## src/rtl/iir_wb_stream_master_if.sv

```systemverilog
`default_nettype none
// ============================================================================
// Module      : iir_wb_stream_master_if
// Description : Stream-in, stream-out and Wishbone classic master signals
//               shared by iir_wb_stream_master and its environment.
// Revision    : 1.0 - initial release
// ============================================================================
interface iir_wb_stream_master_if #(
  parameter int DATA_WIDTH = 32,
  parameter int ADDR_WIDTH = 6
);
  // Sample input stream
  logic [DATA_WIDTH-1:0] s_data;
  logic                  s_valid;
  logic                  s_ready;
  // Filtered output stream
  logic [DATA_WIDTH-1:0] m_data;
  logic                  m_valid;
  logic                  m_ready;
  // Wishbone classic bus
  logic [ADDR_WIDTH-1:0] wb_adr_o;
  logic [DATA_WIDTH-1:0] wb_dat_o;
  logic [DATA_WIDTH-1:0] wb_dat_i;
  logic                  wb_we_o;
  logic                  wb_stb_o;
  logic                  wb_cyc_o;
  logic                  wb_ack_i;

  modport master (
    input  s_data, s_valid, m_ready, wb_dat_i, wb_ack_i,
    output s_ready, m_data, m_valid, wb_adr_o, wb_dat_o, wb_we_o, wb_stb_o, wb_cyc_o
  );

  modport slave (
    output s_data, s_valid, m_ready, wb_dat_i, wb_ack_i,
    input  s_ready, m_data, m_valid, wb_adr_o, wb_dat_o, wb_we_o, wb_stb_o, wb_cyc_o
  );
endinterface
`default_nettype wire

```

## src/rtl/iir_wb_stream_master.sv

```systemverilog
`default_nettype none
// ============================================================================
// Module      : iir_wb_stream_master
// Description : Wishbone classic master feeding a memory-mapped IIR filter
//               from a valid/ready sample stream. Each sample is written to
//               the X register, the filter is given SETTLE_CYCLES to settle,
//               the Y register is read and the result is offered downstream.
//               Optional macro IIR_WB_TIMEOUT_EN adds a per-cycle ack timeout
//               that aborts the sample and pulses err_o.
// Revision    : 1.0 - initial release
// ============================================================================
module iir_wb_stream_master #(
  parameter int          DATA_WIDTH     = 32,
  parameter int          ADDR_WIDTH     = 6,
  parameter int unsigned ADDR_X         = 'h3C,
  parameter int unsigned ADDR_Y         = 'h40,
  parameter int          SETTLE_CYCLES  = 4,
  parameter int          TIMEOUT_CYCLES = 64
) (
  input  logic                   clk,
  input  logic                   rst_n,
  iir_wb_stream_master_if.master bus,
  output logic                   busy,
  output logic                   err_o
);

  // Addresses are folded into the bus width (ADDR_Y aliases 0 at 6 bits)
  localparam logic [ADDR_WIDTH-1:0] c_addr_x = ADDR_WIDTH'(ADDR_X);
  localparam logic [ADDR_WIDTH-1:0] c_addr_y = ADDR_WIDTH'(ADDR_Y);
  // Settle counter only needs to hold SETTLE_CYCLES-1
  localparam int c_scw = (SETTLE_CYCLES > 1) ? $clog2(SETTLE_CYCLES) : 1;

  if (TIMEOUT_CYCLES < 1) begin : g_bad_timeout
    $error("TIMEOUT_CYCLES must be at least 1");
  end

  typedef enum logic [2:0] {
    IDLE   = 3'd0,
    WR     = 3'd1,
    SETTLE = 3'd2,
    RD_REQ = 3'd3,
    RD     = 3'd4,
    OUT    = 3'd5
  } state_t;

  state_t           r_state;
  logic [c_scw-1:0] r_settle;

`ifdef IIR_WB_TIMEOUT_EN
  localparam int c_tw = (TIMEOUT_CYCLES > 1) ? $clog2(TIMEOUT_CYCLES) : 1;
  localparam logic [c_tw-1:0] c_tmo_last = c_tw'(TIMEOUT_CYCLES - 1);
  logic [c_tw-1:0] r_tmo;
`else
  assign err_o = 1'b0;
`endif

  // Sequencer: one write, settle wait, one read per sample; all outputs registered
  always_ff @(posedge clk or negedge rst_n) begin
    if (!rst_n) begin
      r_state      <= IDLE;
      r_settle     <= '0;
      busy         <= 1'b0;
      bus.s_ready  <= 1'b1;
      bus.m_data   <= {DATA_WIDTH{1'b0}};
      bus.m_valid  <= 1'b0;
      bus.wb_adr_o <= '0;
      bus.wb_dat_o <= {DATA_WIDTH{1'b0}};
      bus.wb_we_o  <= 1'b0;
      bus.wb_stb_o <= 1'b0;
      bus.wb_cyc_o <= 1'b0;
`ifdef IIR_WB_TIMEOUT_EN
      r_tmo        <= '0;
      err_o        <= 1'b0;
`endif
    end else begin
`ifdef IIR_WB_TIMEOUT_EN
      err_o <= 1'b0;
`endif
      case (r_state)
        IDLE: begin
          // s_ready is high in IDLE, so s_valid alone completes the handshake
          if (bus.s_valid) begin
            bus.wb_dat_o <= bus.s_data;
            bus.wb_adr_o <= c_addr_x;
            bus.wb_we_o  <= 1'b1;
            bus.wb_cyc_o <= 1'b1;
            bus.wb_stb_o <= 1'b1;
            bus.s_ready  <= 1'b0;
            busy         <= 1'b1;
`ifdef IIR_WB_TIMEOUT_EN
            r_tmo        <= '0;
`endif
            r_state      <= WR;
          end
        end
        WR: begin
          if (bus.wb_ack_i) begin
            bus.wb_cyc_o <= 1'b0;
            bus.wb_stb_o <= 1'b0;
            bus.wb_we_o  <= 1'b0;
            if (SETTLE_CYCLES == 0) begin
              r_state <= RD_REQ;
            end else begin
              r_settle <= c_scw'(SETTLE_CYCLES - 1);
              r_state  <= SETTLE;
            end
          end
`ifdef IIR_WB_TIMEOUT_EN
          else if (r_tmo == c_tmo_last) begin
            bus.wb_cyc_o <= 1'b0;
            bus.wb_stb_o <= 1'b0;
            bus.wb_we_o  <= 1'b0;
            bus.s_ready  <= 1'b1;
            busy         <= 1'b0;
            err_o        <= 1'b1;
            r_state      <= IDLE;
          end else begin
            r_tmo <= r_tmo + 1'b1;
          end
`endif
        end
        SETTLE: begin
          if (r_settle == '0) begin
            r_state <= RD_REQ;
          end else begin
            r_settle <= r_settle - 1'b1;
          end
        end
        RD_REQ: begin
          // Dedicated setup cycle keeps stb low at least one cycle after the write ack
          bus.wb_adr_o <= c_addr_y;
          bus.wb_we_o  <= 1'b0;
          bus.wb_cyc_o <= 1'b1;
          bus.wb_stb_o <= 1'b1;
`ifdef IIR_WB_TIMEOUT_EN
          r_tmo        <= '0;
`endif
          r_state      <= RD;
        end
        RD: begin
          if (bus.wb_ack_i) begin
            bus.m_data   <= bus.wb_dat_i;
            bus.m_valid  <= 1'b1;
            bus.wb_cyc_o <= 1'b0;
            bus.wb_stb_o <= 1'b0;
            r_state      <= OUT;
          end
`ifdef IIR_WB_TIMEOUT_EN
          else if (r_tmo == c_tmo_last) begin
            bus.wb_cyc_o <= 1'b0;
            bus.wb_stb_o <= 1'b0;
            bus.s_ready  <= 1'b1;
            busy         <= 1'b0;
            err_o        <= 1'b1;
            r_state      <= IDLE;
          end else begin
            r_tmo <= r_tmo + 1'b1;
          end
`endif
        end
        OUT: begin
          if (bus.m_ready) begin
            bus.m_valid <= 1'b0;
            bus.s_ready <= 1'b1;
            busy        <= 1'b0;
            r_state     <= IDLE;
          end
        end
        default: begin
          r_state <= IDLE;
        end
      endcase
    end
  end

endmodule
`default_nettype wire
```

## src/flat_wrapper.sv

```systemverilog
// flat-port wrapper written by rule: the top's interface ports become plain ports
module iir_wb_stream_master_flat 
#(
  parameter int          DATA_WIDTH     = 32,
  parameter int          ADDR_WIDTH     = 6,
  parameter int unsigned ADDR_X         = 'h3C,
  parameter int unsigned ADDR_Y         = 'h40,
  parameter int          SETTLE_CYCLES  = 4,
  parameter int          TIMEOUT_CYCLES = 64
)
  (clk, rst_n, busy, err_o, bus_s_data, bus_s_valid, bus_m_ready, bus_wb_dat_i, bus_wb_ack_i, bus_s_ready, bus_m_data, bus_m_valid, bus_wb_adr_o, bus_wb_dat_o, bus_wb_we_o, bus_wb_stb_o, bus_wb_cyc_o);
  iir_wb_stream_master_if #(.DATA_WIDTH(DATA_WIDTH), .ADDR_WIDTH(ADDR_WIDTH)) bus_i ();
  input  logic clk;
  input  logic rst_n;
  output logic busy;
  output logic err_o;
  input wire logic [$bits(bus_i.s_data)-1:0] bus_s_data;
  input wire logic [$bits(bus_i.s_valid)-1:0] bus_s_valid;
  input wire logic [$bits(bus_i.m_ready)-1:0] bus_m_ready;
  input wire logic [$bits(bus_i.wb_dat_i)-1:0] bus_wb_dat_i;
  input wire logic [$bits(bus_i.wb_ack_i)-1:0] bus_wb_ack_i;
  output wire logic [$bits(bus_i.s_ready)-1:0] bus_s_ready;
  output wire logic [$bits(bus_i.m_data)-1:0] bus_m_data;
  output wire logic [$bits(bus_i.m_valid)-1:0] bus_m_valid;
  output wire logic [$bits(bus_i.wb_adr_o)-1:0] bus_wb_adr_o;
  output wire logic [$bits(bus_i.wb_dat_o)-1:0] bus_wb_dat_o;
  output wire logic [$bits(bus_i.wb_we_o)-1:0] bus_wb_we_o;
  output wire logic [$bits(bus_i.wb_stb_o)-1:0] bus_wb_stb_o;
  output wire logic [$bits(bus_i.wb_cyc_o)-1:0] bus_wb_cyc_o;
  assign bus_i.s_data = bus_s_data;
  assign bus_i.s_valid = bus_s_valid;
  assign bus_i.m_ready = bus_m_ready;
  assign bus_i.wb_dat_i = bus_wb_dat_i;
  assign bus_i.wb_ack_i = bus_wb_ack_i;
  assign bus_s_ready = bus_i.s_ready;
  assign bus_m_data = bus_i.m_data;
  assign bus_m_valid = bus_i.m_valid;
  assign bus_wb_adr_o = bus_i.wb_adr_o;
  assign bus_wb_dat_o = bus_i.wb_dat_o;
  assign bus_wb_we_o = bus_i.wb_we_o;
  assign bus_wb_stb_o = bus_i.wb_stb_o;
  assign bus_wb_cyc_o = bus_i.wb_cyc_o;
  iir_wb_stream_master #(.DATA_WIDTH(DATA_WIDTH), .ADDR_WIDTH(ADDR_WIDTH), .ADDR_X(ADDR_X), .ADDR_Y(ADDR_Y), .SETTLE_CYCLES(SETTLE_CYCLES), .TIMEOUT_CYCLES(TIMEOUT_CYCLES)) u_core (.clk(clk), .rst_n(rst_n), .bus(bus_i), .busy(busy), .err_o(err_o));
endmodule
```

## config.mk

```make
export PLATFORM = sky130hd
export DESIGN_NAME = iir_wb_stream_master_flat
export DESIGN_NICKNAME = d
export VERILOG_FILES = /design/src/rtl/iir_wb_stream_master_if.sv /design/src/rtl/iir_wb_stream_master.sv /design/src/flat_wrapper.sv
export SDC_FILE = /design/constraint.sdc
export NUM_CORES = 1
export LEC_CHECK = 0
export BUFFER_PORTS_ARGS = -buffer_cell sky130_fd_sc_hd__buf_4
export CORE_ASPECT_RATIO = 1.25
export CORE_MARGIN = 2
export CORE_UTILIZATION = 37
export CTS_CLUSTER_DIAMETER = 60
export DETAILED_ROUTE_END_ITERATION = 12
export PLACE_DENSITY = 0.61
export SLEW_MARGIN = 40
export SYNTH_ARGS = -nofsm -noshare
export SYNTH_HDL_FRONTEND = slang
export SYNTH_SLANG_ARGS = --single-unit
```

## constraint.sdc

```tcl
create_clock -name clk -period 2.1 [get_ports clk]
set_input_delay 0.105 -clock clk [delete_from_list [all_inputs] [get_ports clk]]
set_output_delay 0.105 -clock clk [all_outputs]
set_load 0.005 [all_outputs]
```

==> run metrics <==
MaxCap Viol Count=0; antenna violations before repair=0; P per Cell Area=1320 nW/µm²; met1 usage=0.199; adder-cell area share of the yosys netlist=0.00389; DRT antenna net count=0; Final period util=0.791; xor/xnor share of the synthesized area=0; crit path DAT=1.90 ns; multiplexer share of the synthesized area=0.272; met2 Resource Use GR=0.291; Sink Count=75; EDFF count, synth=0; post-synth cell types=30; initial core utilization=0.376; Max Clock Skew=0.00786 ns; clock insertion delay at the later pin of the skew report=0.35 ns; asr flop ratio synth=1.00; # DRC=0; Iter 0 DRT Violations=73; Max stage delay cell, worst path=or3b_4; #FFs+latches synth=75; clock-pin slew on the worst setup and hold paths=0.07 ns; largest net degree at the start of global routing=42; CTS max path bufs=2; Top FF cell, synth=dfrtp_1; VDD IR max=0.000738 V; post-DP HPWL=5140 µm; design area=5210 µm²; FP Rows=38; vias in the first global route=2429; main combinational cell family by area after synthesis=multiplexers; DP Area=4340 µm²; Final Net Count=487; post_cts resized=0; CTS H-tree depth=3; met3 usage=0.0267; Buf/Inv on CP=1; status=finished clean; CTS tree=built; I/O pins=146; Final GP Congestion=0.729; Final Critical Period=1.66 ns; critical path capture point type=flop; core area=8560 µm²; simple-gate share of the synthesized area=0.0528; final cell count without fillers=522; CTS buffer count=9; CP startpoint kind=flop; Pins Over Slew Limit=0; Mapped Cells=207; crit-path max cell delay=0.44 ns; kind of cell adding the most delay to the critical path=simple AND/OR/NAND/NOR gates; final setup violation count=0; crit path cell chain=or3b_4, nor2_8, buf_12, mux2_2; Layout area overhead=61.7%; Compound-Gate Fraction of Synth Area=0.0307; Pleak=2.50 nW; Antenna diodes=0; first-pass GRT wire length=12100 µm; gr busiest metal=met2; register area share after synthesis=0.583; worst slew pin tran=0.546 ns; mapped cell area=3220 µm²; worst setup path category=flop to flop; Synth Area per Inst=15.6 µm²; unrepaired setup endpoints after global routing=false; layout cells sized above 1=0.545; WL/cell=15.1 µm; Worst Path Max Fanout=32; die area=9470 µm²; yosys warns=0; Final Hold Viols=0; fmax=602 MHz; Setup TNS=0 ns; via count=2363; Root Driver=clkbuf_8; Pre-antenna DRT Iters=4; Die Width=87.4 µm; routed wire length=7900 µm; GRT Util Overall=0.169; Worst slew margin=0.636; Vias/cell=4.53; die height=108 µm; worst min-delay path class=input port to flop; Buffers on Ports=142; worst endpoint required time=2.34 ns; Post-Place Cells=441; gr ovfl total=0
[synthesized netlist by cell type (2+ instances only)]
| library cell | count | area share |
|---|---|---|
| a21oi_1 | 5 | 0.0078 |
| buf_12 | 3 | 0.019 |
| buf_4 | 8 | 0.019 |
| buf_6 | 3 | 0.010 |
| clkbuf_1 | 2 | 0.0023 |
| dfrtp_1 | 74 | 0.57 |
| inv_1 | 5 | 0.0058 |
| mux2_1 | 4 | 0.014 |
| mux2_2 | 33 | 0.12 |
| mux2_4 | 30 | 0.14 |
| nand2_1 | 9 | 0.010 |
| nand2b_1 | 2 | 0.0039 |
| nand3b_1 | 3 | 0.0070 |
| nor2b_1 | 3 | 0.0058 |
| o21ai_0 | 8 | 0.012 |
[cells in the final DEF (no fill, tap or decap), types with 2 or more instances in the layout]
cell type	count
a21oi_1	5
nand3b_1	3
dlygate4sd3_1	65
clkbuf_1	2
clkbuf_8	13
buf_4	145
nand2_1	9
conb_1	3
nor2b_1	3
dfrtp_1	74
o21ai_0	8
mux2_4	30
buf_12	3
inv_1	5
mux2_1	4
mux2_2	33
nand2b_1	2
[final cells by class]
class | instances | area [µm²]
Sequential cell | 75 | 1880
Timing Repair Buffer | 213 | 1800
Inverter | 5 | 18.8
Clock inverter | 1 | 30.0
Tap cell | 100 | 125
Fill cell | 710 | 3350
Multi-Input combinational cell | 113 | 1170
Clock buffer | 15 | 186
[path summary, 6_finish.rpt]
check                                          endpoint          startpoint  slack [ns]  cells after the start
max in group asynchronous       u_core.bus.wb_dat_o[24]               rst_n        1.22                      3
min in group asynchronous         u_core.bus.m_data[13]               rst_n        0.30                      2
worst max-delay path             u_core.bus.wb_dat_o[2]   u_core.r_state[1]        0.44                      4
worst min register to register       u_core.bus.s_ready  u_core.bus.s_ready        0.47                      2
worst max register to register   u_core.bus.wb_dat_o[2]   u_core.r_state[1]        0.44                      4
worst min-delay path                 u_core.bus.s_ready         bus_m_ready        0.08                      3
[registers in the layout (all words and copies together), names as in the netlist]
register             flops
u_core.bus.wb_cyc_o      1
u_core.r_settle          2
u_core.r_state           3
u_core.busy              1
u_core.bus.m_data       32
u_core.bus.wb_we_o       1
u_core.bus.m_valid       1
u_core.bus.s_ready       1
u_core.bus.wb_dat_o     32
u_core.bus.wb_adr_o      1
[where the power goes]
part	internal, mW	switching (mW)	total, mW
registers	2.16	0.438	2.59
logic	2.03	1.04	3.08
clock network	0.681	0.509	1.19
total	4.87	1.99	6.86
[routing by layer]
metal | part of all wire | vias up
met5 | 0 | -
met4 | 0.026 | 0
met3 | 0.039 | 16
met2 | 0.55 | 67
met1 | 0.39 | 1149
li1 | - | 1131
[worst register-to-register path, stage by stage (launching register included)]
cell,delay [ns]
dfrtp_1,0.38
or3b_4,0.44
nor2_8,0.10
buf_12,0.25
mux2_2,0.37
[cell families after synthesis]
logic type               Yosys count
buffers and inverters             21
other                              1
AO/OA/AOI/OAI                     17
adder cells (fa/ha/maj)            1
flip-flops                        75
AND/OR/NAND/NOR                   24
multiplexers                      68
[repair_timing]
action / in CTS / in global routing
buffers inserted: 0 / 0
hold buffers: 65 / 0
endpoints found under the hold margin: 103 / 0
[metrics by stage]
stage / util / total power [mW] / hold WS (ns) / worst slack [ns]
floorplan: - / 4.21 / -0.191 / 0.516
global placement: 0.507 / 5.53 / 0.130 / 0.468
detailed placement: 0.507 / 5.61 / 0.135 / 0.444
CTS: 0.608 / 6.92 / 0.0681 / 0.424
global route: 0.608 / 7.31 / 0.102 / 0.362
finish: 0.608 / 6.86 / 0.0814 / 0.439
No activity file was read; power rests on OpenSTA's default activity.
